`src/rtl/wb_downsize_seq_pkg.sv`:
```
// Shared Wishbone definitions for the 32-to-8 bit sequencing width converter:
// FSM encoding, constant cycle-type values and the big-endian lane map.
package wb_downsize_seq_pkg;

    typedef enum logic [1:0] {
        ST_IDLE   = 2'd0,
        ST_ACCESS = 2'd1,
        ST_DONE   = 2'd2
    } state_t;

    localparam logic [2:0] WB_CTI_CLASSIC = 3'b000;
    localparam logic [1:0] WB_BTE_LINEAR  = 2'b00;

    // Big-endian map: lane 3 (dat[31:24]) lives at byte offset 0.
    function automatic logic [1:0] lane_to_offset(input logic [1:0] lane);
        return 2'd3 - lane;
    endfunction

endpackage

```
`src/rtl/wb_downsize_seq_if.sv`:
```
// Classic Wishbone bus bundle, parameterised by address and data width.
// Signal direction names are from the master's point of view (dat_w out, dat_r in).
interface wb_downsize_seq_if #(
    parameter int AW = 32,
    parameter int DW = 32
);
    localparam int SW = DW / 8;

    logic [AW-1:0] adr;
    logic [DW-1:0] dat_w;
    logic [DW-1:0] dat_r;
    logic [SW-1:0] sel;
    logic          we;
    logic          cyc;
    logic          stb;
    logic [2:0]    cti;
    logic [1:0]    bte;
    logic          ack;
    logic          err;
    logic          rty;

    modport master (
        output adr, dat_w, sel, we, cyc, stb, cti, bte,
        input  dat_r, ack, err, rty
    );

    modport slave (
        input  adr, dat_w, sel, we, cyc, stb, cti, bte,
        output dat_r, ack, err, rty
    );

endinterface

```
`src/rtl/wb_downsize_seq.sv`:
```
// Splits each 32-bit Wishbone access into one 8-bit slave cycle per selected
// lane, highest lane first, and returns a single ack/err/rty to the master.
module wb_downsize_seq
    import wb_downsize_seq_pkg::*;
#(
    parameter int AW = 32
) (
    input  logic            wb_clk_i,
    input  logic            wb_rst_i,
    wb_downsize_seq_if.slave  wbm,
    wb_downsize_seq_if.master wbs
);

    function automatic logic [1:0] highest_lane(input logic [3:0] mask);
        if (mask[3])      return 2'd3;
        else if (mask[2]) return 2'd2;
        else if (mask[1]) return 2'd1;
        else              return 2'd0;
    endfunction

    state_t        r_state;
    logic [AW-3:0] r_adr;
    logic [31:0]   r_dat;
    logic          r_we;
    logic [3:0]    r_pend;
    logic [31:0]   r_rdat;

    logic [31:0]   r_wbm_dat;
    logic          r_wbm_ack;
    logic          r_wbm_err;
    logic          r_wbm_rty;
    logic [AW-1:0] r_wbs_adr;
    logic [7:0]    r_wbs_dat;
    logic          r_wbs_we;
    logic          r_wbs_cyc;

    logic [1:0]    w_lane;
    logic [3:0]    w_pend_next;
    logic [1:0]    w_lane_next;
    logic [1:0]    w_req_lane;
    logic [31:0]   w_rdat_next;
    logic          w_unused;

    assign w_lane      = highest_lane(r_pend);
    assign w_pend_next = r_pend & ~(4'b0001 << w_lane);
    assign w_lane_next = highest_lane(w_pend_next);
    assign w_req_lane  = highest_lane(wbm.sel);

    // NOTE: every variable written in always_comb gets a default first so no latch is inferred.
    always_comb begin
        w_rdat_next = r_rdat;
        if (!r_we) begin
            w_rdat_next[{w_lane, 3'b000} +: 8] = wbs.dat_r;
        end
    end

    // NOTE: all FSM state and outputs use non-blocking assignments and are cleared by the async reset.
    always_ff @(posedge wb_clk_i or posedge wb_rst_i) begin
        if (wb_rst_i) begin
            r_state   <= ST_IDLE;
            r_adr     <= '0;
            r_dat     <= '0;
            r_we      <= 1'b0;
            r_pend    <= '0;
            r_rdat    <= '0;
            r_wbm_dat <= '0;
            r_wbm_ack <= 1'b0;
            r_wbm_err <= 1'b0;
            r_wbm_rty <= 1'b0;
            r_wbs_adr <= '0;
            r_wbs_dat <= '0;
            r_wbs_we  <= 1'b0;
            r_wbs_cyc <= 1'b0;
        end else begin
            r_wbm_ack <= 1'b0;
            r_wbm_err <= 1'b0;
            r_wbm_rty <= 1'b0;
            case (r_state)
                ST_IDLE: begin
                    r_wbm_dat <= '0;
                    if (wbm.cyc && wbm.stb) begin
                        r_adr  <= wbm.adr[AW-1:2];
                        r_dat  <= wbm.dat_w;
                        r_we   <= wbm.we;
                        r_pend <= wbm.sel;
                        r_rdat <= '0;
                        if (wbm.sel != 4'b0000) begin
                            r_state   <= ST_ACCESS;
                            r_wbs_cyc <= 1'b1;
                            r_wbs_we  <= wbm.we;
                            r_wbs_adr <= {wbm.adr[AW-1:2], lane_to_offset(w_req_lane)};
                            r_wbs_dat <= wbm.dat_w[{w_req_lane, 3'b000} +: 8];
                        end else begin
                            r_state   <= ST_DONE;
                            r_wbm_ack <= 1'b1;
                        end
                    end
                end
                ST_ACCESS: begin
                    if (!wbm.cyc) begin
                        r_state   <= ST_IDLE;
                        r_wbs_cyc <= 1'b0;
                        r_wbs_we  <= 1'b0;
                    end else if (wbs.err || wbs.rty) begin
                        // err outranks rty; any ack in this cycle is discarded.
                        r_state   <= ST_DONE;
                        r_wbm_err <= wbs.err;
                        r_wbm_rty <= !wbs.err;
                        r_wbm_dat <= r_rdat;
                        r_wbs_cyc <= 1'b0;
                        r_wbs_we  <= 1'b0;
                    end else if (wbs.ack) begin
                        r_rdat <= w_rdat_next;
                        r_pend <= w_pend_next;
                        if (w_pend_next == 4'b0000) begin
                            r_state   <= ST_DONE;
                            r_wbm_ack <= 1'b1;
                            r_wbm_dat <= w_rdat_next;
                            r_wbs_cyc <= 1'b0;
                            r_wbs_we  <= 1'b0;
                        end else begin
                            r_wbs_adr <= {r_adr, lane_to_offset(w_lane_next)};
                            r_wbs_dat <= r_dat[{w_lane_next, 3'b000} +: 8];
                        end
                    end
                end
                default: begin
                    r_state   <= ST_IDLE;
                    r_wbm_dat <= '0;
                end
            endcase
        end
    end

    assign wbm.dat_r = r_wbm_dat;
    assign wbm.ack   = r_wbm_ack;
    assign wbm.err   = r_wbm_err;
    assign wbm.rty   = r_wbm_rty;

    assign wbs.adr   = r_wbs_adr;
    assign wbs.dat_w = r_wbs_dat;
    assign wbs.sel   = '1;
    assign wbs.we    = r_wbs_we;
    assign wbs.cyc   = r_wbs_cyc;
    assign wbs.stb   = r_wbs_cyc;
    assign wbs.cti   = WB_CTI_CLASSIC;
    assign wbs.bte   = WB_BTE_LINEAR;

    // Burst type info and the byte-address bits are accepted but carry no meaning here.
    assign w_unused = ^{wbm.cti, wbm.bte, wbm.adr[1:0]};

endmodule

```
`src/flat_wrapper.sv`:
```
// flat-port wrapper written by rule: the top's interface ports become plain ports
module wb_downsize_seq_flat import wb_downsize_seq_pkg::*;
#(
    parameter int AW = 32
)
  (wb_clk_i, wb_rst_i, wbm_adr, wbm_dat_w, wbm_sel, wbm_we, wbm_cyc, wbm_stb, wbm_cti, wbm_bte, wbm_dat_r, wbm_ack, wbm_err, wbm_rty, wbs_adr, wbs_dat_w, wbs_sel, wbs_we, wbs_cyc, wbs_stb, wbs_cti, wbs_bte, wbs_dat_r, wbs_ack, wbs_err, wbs_rty);
  wb_downsize_seq_if #(.AW(AW), .DW(32)) wbm_i ();
  wb_downsize_seq_if #(.AW(AW), .DW(8)) wbs_i ();
  input  logic wb_clk_i;
  input  logic wb_rst_i;
  input wire logic [$bits(wbm_i.adr)-1:0] wbm_adr;
  input wire logic [$bits(wbm_i.dat_w)-1:0] wbm_dat_w;
  input wire logic [$bits(wbm_i.sel)-1:0] wbm_sel;
  input wire logic [$bits(wbm_i.we)-1:0] wbm_we;
  input wire logic [$bits(wbm_i.cyc)-1:0] wbm_cyc;
  input wire logic [$bits(wbm_i.stb)-1:0] wbm_stb;
  input wire logic [$bits(wbm_i.cti)-1:0] wbm_cti;
  input wire logic [$bits(wbm_i.bte)-1:0] wbm_bte;
  output wire logic [$bits(wbm_i.dat_r)-1:0] wbm_dat_r;
  output wire logic [$bits(wbm_i.ack)-1:0] wbm_ack;
  output wire logic [$bits(wbm_i.err)-1:0] wbm_err;
  output wire logic [$bits(wbm_i.rty)-1:0] wbm_rty;
  output wire logic [$bits(wbs_i.adr)-1:0] wbs_adr;
  output wire logic [$bits(wbs_i.dat_w)-1:0] wbs_dat_w;
  output wire logic [$bits(wbs_i.sel)-1:0] wbs_sel;
  output wire logic [$bits(wbs_i.we)-1:0] wbs_we;
  output wire logic [$bits(wbs_i.cyc)-1:0] wbs_cyc;
  output wire logic [$bits(wbs_i.stb)-1:0] wbs_stb;
  output wire logic [$bits(wbs_i.cti)-1:0] wbs_cti;
  output wire logic [$bits(wbs_i.bte)-1:0] wbs_bte;
  input wire logic [$bits(wbs_i.dat_r)-1:0] wbs_dat_r;
  input wire logic [$bits(wbs_i.ack)-1:0] wbs_ack;
  input wire logic [$bits(wbs_i.err)-1:0] wbs_err;
  input wire logic [$bits(wbs_i.rty)-1:0] wbs_rty;
  assign wbm_i.adr = wbm_adr;
  assign wbm_i.dat_w = wbm_dat_w;
  assign wbm_i.sel = wbm_sel;
  assign wbm_i.we = wbm_we;
  assign wbm_i.cyc = wbm_cyc;
  assign wbm_i.stb = wbm_stb;
  assign wbm_i.cti = wbm_cti;
  assign wbm_i.bte = wbm_bte;
  assign wbm_dat_r = wbm_i.dat_r;
  assign wbm_ack = wbm_i.ack;
  assign wbm_err = wbm_i.err;
  assign wbm_rty = wbm_i.rty;
  assign wbs_adr = wbs_i.adr;
  assign wbs_dat_w = wbs_i.dat_w;
  assign wbs_sel = wbs_i.sel;
  assign wbs_we = wbs_i.we;
  assign wbs_cyc = wbs_i.cyc;
  assign wbs_stb = wbs_i.stb;
  assign wbs_cti = wbs_i.cti;
  assign wbs_bte = wbs_i.bte;
  assign wbs_i.dat_r = wbs_dat_r;
  assign wbs_i.ack = wbs_ack;
  assign wbs_i.err = wbs_err;
  assign wbs_i.rty = wbs_rty;
  wb_downsize_seq #(.AW(AW)) u_core (.wb_clk_i(wb_clk_i), .wb_rst_i(wb_rst_i), .wbm(wbm_i), .wbs(wbs_i));
endmodule
```
`config.mk`:
```
export PLATFORM = sky130hd
export DESIGN_NAME = wb_downsize_seq_flat
export DESIGN_NICKNAME = d
export VERILOG_FILES = /design/src/rtl/wb_downsize_seq_pkg.sv /design/src/rtl/wb_downsize_seq_if.sv /design/src/rtl/wb_downsize_seq.sv /design/src/flat_wrapper.sv
export SDC_FILE = /design/constraint.sdc
export NUM_CORES = 1
export LEC_CHECK = 0
export ABC_AREA = 1
export ABC_CLOCK_PERIOD_IN_PS = 5000
export BUFFER_PORTS_ARGS = -buffer_cell sky130_fd_sc_hd__buf_2
export CELL_PAD_IN_SITES_DETAIL_PLACEMENT = 1
export CELL_PAD_IN_SITES_GLOBAL_PLACEMENT = 2
export CORE_MARGIN = 2
export CORE_UTILIZATION = 27
export CTS_CLUSTER_DIAMETER = 200
export DETAILED_ROUTE_END_ITERATION = 6
export GPL_TIMING_DRIVEN = 0
export PLACE_DENSITY = 0.86
export SLEW_MARGIN = 30
export SYNTH_ARGS = -nofsm -noshare
export SYNTH_HDL_FRONTEND = slang
export SYNTH_SLANG_ARGS = --single-unit
```
`constraint.sdc`:
```
create_clock -name wb_clk_i -period 5 [get_ports wb_clk_i]
set_input_delay 0.5 -clock wb_clk_i [delete_from_list [all_inputs] [get_ports wb_clk_i]]
set_output_delay 0.5 -clock wb_clk_i [all_outputs]
set_load 0.01 [all_outputs]
```
Yosys cells after proc, flatten, opt, wreduce, memory -nomap -nowiden
Cells that the tools add are included.
{ "word_totals": {"regBits": 178, "latch_bits": 0, "ramBits": 0, "rom_bits": 0, "input_bits": 89, "out_inout_bits": 84, "word_cells": 118, "mem_count": 0} }
{ "classes": {"add_sub_neg": 3, "multipliers": 0, "div_mod_pow": 0, "magnitude_cmp": 0, "eq_ne": 11, "shifts": 5, "mux": 70, "bitwise": 2, "reduce_logical": 13} }
{ "op_table": {"columns": ["op", "count"], "rows": [
  ["$mux 32", 16],
  ["$pmux 32 s2", 2],
  ["$shiftx 32x6->8", 2],
  ["$mux 8", 6],
  ["$bwmux 32", 1],
  ["$shift 8x7->32 const A", 1],
  ["$shiftx 8x7->32", 1],
  ["$mux 2", 12],
  ["$mux 1", 23],
  ["$mux 4", 4],
  ["$pmux 8 s2", 1],
  ["$reduce_and 5->1", 2],
  ["$ne 2x2->1 const B", 4],
  ["$pmux 4 s2", 1],
  ["$neg 5->7", 1],
  ["$reduce_and 7->1", 1],
  ["$pmux 1 s2", 3],
  ["$reduce_and 3->1", 2],
  ["$and 4x4->4", 1],
  ["$logic_not 4->1", 1],
  ["$ne 2x1->1 const B", 2],
  ["$ne 4x2->1 const B", 1],
  ["$ne 4x3->1 const B", 1],
  ["$not 4->4", 1],
  ["other kinds (13)", 14]
]} }

Longest topological paths before layout
{ "logic_depth": {"ltp_word": 15, "mapped_depth": 15, "depth_no_buf": 13} }

Worst setup path after synthesis
No wires, ideal clock.
{ "synth_path": {"path_kind": "flip-flop to flip-flop", "start": "register u_core.r_pend[2]", "end": "register u_core.r_wbm_dat[0] (netlist: u_core.wbm.dat_r[0])", "setup_time_ns": 0.066, "t_arrival_ns": 2.022, "t_required_ns": 4.934, "path_slack_ns": 2.912, "stages_incl_launch_ff": 15, "path_buffers": 2, "synth_period_minus_slack_ns": 2.088, "cell_sequence": "dfrtp_1 -> inv_1 -> nand2_1 -> nand2_1 -> buf_2 -> ha_1 -> inv_2 -> nand2_1 -> nand3_1 -> nor2_2 -> nor2_1 -> nor2_2 -> buf_2 -> nand2_1 -> nand2_1"} }
{ "synth_via": {"elab_chain_len": 11, "elab_cells_between_ends": 18, "classes_between": "add/sub (1); eq/ne (1); shift (3); mux (9); bitwise (2); reduce/logical (2)"} }
{ "synth_rtl": {"columns": ["item", "line", "text"], "rows": [
  ["from (decl)", "wb_downsize_seq.sv:25", "logic [3:0] r_pend;"],
  ["from (signal assigned)", "wb_downsize_seq.sv:85", "r_pend <= wbm.sel;"],
  ["from (signal assigned)", "wb_downsize_seq.sv:114", "r_pend <= w_pend_next;"],
  ["$mux 2", "wb_downsize_seq.sv:16", "else if (mask[2]) return 2'd2;"],
  ["$mux 2", "wb_downsize_seq.sv:15", "if (mask[3]) return 2'd3;"],
  ["$neg 5->7", "wb_downsize_seq.sv:53", "w_rdat_next[{w_lane, 3'b000} +: 8] = wbs.dat_r;"],
  ["$shiftx 8x7->32 or $shift 8x7->32 (tied branches)", "wb_downsize_seq.sv:53", null],
  ["$bwmux 32", "wb_downsize_seq.sv:53", null],
  ["$mux 32", "wb_downsize_seq.sv:52", "if (!r_we) begin"],
  ["$mux 32", "wb_downsize_seq.sv:115", "if (w_pend_next == 4'b0000) begin"],
  ["$mux 32", "wb_downsize_seq.sv:112", "end else if (wbs.ack) begin"],
  ["$mux 32", "wb_downsize_seq.sv:104", "end else if (wbs.err || wbs.rty) begin"],
  ["$mux 32", "wb_downsize_seq.sv:100", "if (!wbm.cyc) begin"],
  ["$mux 32", "wb_downsize_seq.sv:78", "case (r_state)"],
  ["to (signal assigned)", "wb_downsize_seq.sv:109", "r_wbm_dat <= r_rdat;"],
  ["to (signal assigned)", "wb_downsize_seq.sv:118", "r_wbm_dat <= w_rdat_next;"],
  ["to (decl)", "wb_downsize_seq.sv:28", "logic [31:0] r_wbm_dat;"]
]} }
Several ways; a longest one is shown, not always the timed one. The select of a mux whose other input is x is not followed.
A chain may end at the register's enable or synchronous reset.

Final worst setup path
{ "layout_path": {"start": "register u_core.r_pend[2]", "end": "register u_core.r_wbm_dat[8] (netlist: u_core.wbm.dat_r[8])"} }
Same word-level chain as after synthesis.

==> impl_metrics.tcl <==
set metrics [dict create \
    status "finished clean" \
    start_util_pct 27.6 \
    synth_top_family_by_area "simple AND/OR/NAND/NOR gates" \
    wl_met3_mm 1.42 \
    dpl.hpwl_mm 22.0 \
    period_share_pct 58.4 \
    yosysSeqAreaShare_pct 48.6 \
    cts.path.max_buffers 2 \
    num_rows 65 \
    ant_nets 0 \
    synth_compound_area_share_pct 6.47 \
    worst-setup-path-type "register to register" \
    grt_use_total_pct 17.9 \
    hold_viol 0 \
    critical_path.max_fanout 12 \
    cts_tree "built" \
    die_area_um2 33800 \
    port_buffers 159 \
    min_path_type "input pin to asynchronous set/reset pin" \
    cts_hold_buffers 0 \
    peakVddDrop_uv 241 \
    p_int_mw 2.73 \
    clk_latency_ns 0.44 \
    first_pass_iters 4 \
    pwr-share-seq_pct 40.2 \
    dpl_worst_slack_ns 2.06 \
    p_per_area_nw_per_um2 400 \
    synth_area_per_cell_um2 6.97 \
    required_ns 5.37 \
    cts_setup_buffers 0 \
    top_layer "met5" \
    clock.fmax_mhz 343 \
    min_period_ns 2.92 \
    io_pins 173 \
    drtIter0Drc 351 \
    fin_ws_ns 2.08 \
    area_growth_syn_to_layout_pct 24.2 \
    die_x_um 184 \
    slew_violations 0 \
    vias 8454 \
    skew_ns 0.0262 \
    grt_pass1_wl_mm 47.6 \
    antenna_found_initial 7 \
    overflow 0 \
    cp.arrival_ns 3.29 \
    vias_per_cell 4.54 \
    synth_warnings 0 \
    htree_levels 4 \
    worstSetupStartpointType "register" \
    drc_errors 0 \
    wire_per_inst_um 15.6 \
    yosys.area_share.simple_pct 36.4 \
    syn_area_um2 8740 \
    rsz0062_at_grt "false" \
    synth_adder_area_share_pct 1.00 \
    die_h_um 184 \
    first_global_vias 8890 \
    grt_max_degree 28 \
    drive_gt1_share_pct 17.6 \
    cts_made_buffers 17 \
    clk_pin_slew_ns 0.09 \
    wl_met2_mm 13.6 \
    core_area_um2 31700 \
    synth_seq_cells 170 \
    end_kind "register" \
    final_core_util_pct 34.2 \
    wl_mm 29.1 \
    netlist_instances 1255 \
    cts_sinks 170 \
    nets 1540 \
    p_sw_mw 1.62 \
    setup_violations 0 \
    leakage_nw 6.17 \
    netSwitchingFraction_pct 37.2 \
    cts_resized 0 \
    finalWeightedCongestion 0.797 \
    root_buffer "clkbuf_16" \
    max_cap_violations 0 \
    relSlewSlack_pct 62.1 \
    synth-xor-area-share_pct 0 \
    clockPowerShare_pct 32.5 \
    tns_ns 0 \
    drt-met1-wl_mm 13.8 \
    fill_cells 4060 \
    synthMuxAreaShare_pct 0 \
    pwr-share-comb_pct 27.4 \
    synth_cell_types 23 \
    worst_slew_pin_slew_ns 0.568 \
]
## state kept, by name, indices dropped and copies added (netlist names), 2 cells and up
signal / count
u_core.r_state: 2
u_core.r_pend: 4
u_core.r_rdat: 32
u_core.r_dat: 24
u_core.wbs.dat_w: 8
u_core.wbm.dat_r: 32
u_core.r_adr: 30
u_core.wbs.adr: 32
## logic make-up after synthesis
logic type,Yosys count
flops,170
other cells,2
compound gates,109
fa+ha+maj,7
buf+inv,152
simple gates,815
## metrics by stage
step | hold slack, ns | instances | area (µm²) | power [mW]
detailed placement | 0.460 | 1827 | 10200 | 2.97
global route | 0.120 | 1861 | 10900 | 4.64
finish | 0.102 | 1864 | 10900 | 4.35
global placement | 0.455 | 1820 | 10100 | 2.93
CTS | 0.100 | 1859 | 10800 | 4.41
floorplan | 0.443 | 1259 | 8760 | 2.47
## cell type report
class                   count  area [µm²]  area share, %
plain buffers              62         309           2.85
multi-input cells         937        3860           35.5
clock buffers              17         425           3.92
clock inverters            15         195           1.80
well taps                 402         503           4.63
repair buffers            166         958           8.83
inverters                  90         342           3.15
diodes                      5        12.5          0.115
flip-flops and latches    170        4250           39.2
## worst max-delay path: stages (launching register included)
cell     delay (ns)
dfrtp_1        0.40
inv_1          0.11
nand2_1        0.06
nand2_1        0.23
buf_2          0.33
ha_1           0.22
inv_2          0.09
nand2_1        0.14
nand3_1        0.16
nor2_2         0.19
nor2_1         0.10
nor2_2         0.34
buf_2          0.31
nand2_1        0.12
nand2_1        0.07
## cell usage in the layout, fill, tap and decap left out, types with 3 or more instances in the layout
cell	instances
inv_6	4
clkinv_8	4
buf_16	3
nand3b_1	8
a21oi_1	18
diode_2	5
nand3_1	49
conb_1	6
buf_12	4
clkbuf_1	23
buf_4	11
clkinv_1	3
inv_2	7
clkbuf_16	17
o21ai_0	86
inv_8	5
dfrtp_1	170
inv_1	79
nand2_1	670
nor2_1	81
nor2_4	3
ha_1	7
buf_2	187
nor2_2	3
## power groups by stage
stage	Sequential [mW]	Combinational (mW)	Clock, mW
floorplan	1.81	0.660	0
global placement	1.77	1.16	0
detailed placement	1.77	1.20	0
CTS	1.75	1.21	1.46
global route	1.78	1.35	1.51
finish	1.75	1.19	1.41
## worst paths after layout
| kind | startpoint | cells after the start | to | slack (ns) |
|---|---|---|---|---|
| setup / recovery | u_core.r_pend[2]$_DFFE_PP0P_ | 14 | u_core.wbm.dat_r[8]$_DFFE_PP0P_ | 2.08 |
| min in group wb_clk_i | wbm_adr[16] | 3 | u_core.r_adr[14]$_DFFE_PP0P_ | 0.29 |
| hold reg to reg | u_core.r_dat[1]$_DFFE_PP0P_ | 2 | u_core.r_dat[1]$_DFFE_PP0P_ | 0.47 |
| max in group asynchronous | wb_rst_i | 5 | u_core.r_adr[21]$_DFFE_PP0P_ | 4.02 |
| setup reg to reg | u_core.r_pend[2]$_DFFE_PP0P_ | 14 | u_core.wbm.dat_r[8]$_DFFE_PP0P_ | 2.08 |
| hold / removal | wb_rst_i | 2 | u_core.r_dat[19]$_DFFE_PP0P_ | 0.10 |
## synthesized netlist by cell type (all sizes together)
cell type | n | share of area, %
clkinv | 3 | 0.13
nand2 | 671 | 29
clkbuf | 23 | 0.99
conb | 2 | 0.086
a21boi | 1 | 0.13
ha | 7 | 1.0
a21oi | 19 | 1.1
buf | 39 | 2.5
o21ai | 88 | 5.1
o21bai | 1 | 0.13
nand3b | 8 | 0.69
nand3 | 49 | 2.8
inv | 87 | 3.7
nor2 | 87 | 4.1
dfrtp | 170 | 49
## layer usage
layer / track usage, % / vias to the layer above
li1: - / 4201
met1: 23.7 / 4071
met5: 0 / -
met4: 3.55 / 4
met2: 29.8 / 156
met3: 4.22 / 22
Note: power is estimated with default switching activity, not from simulation.
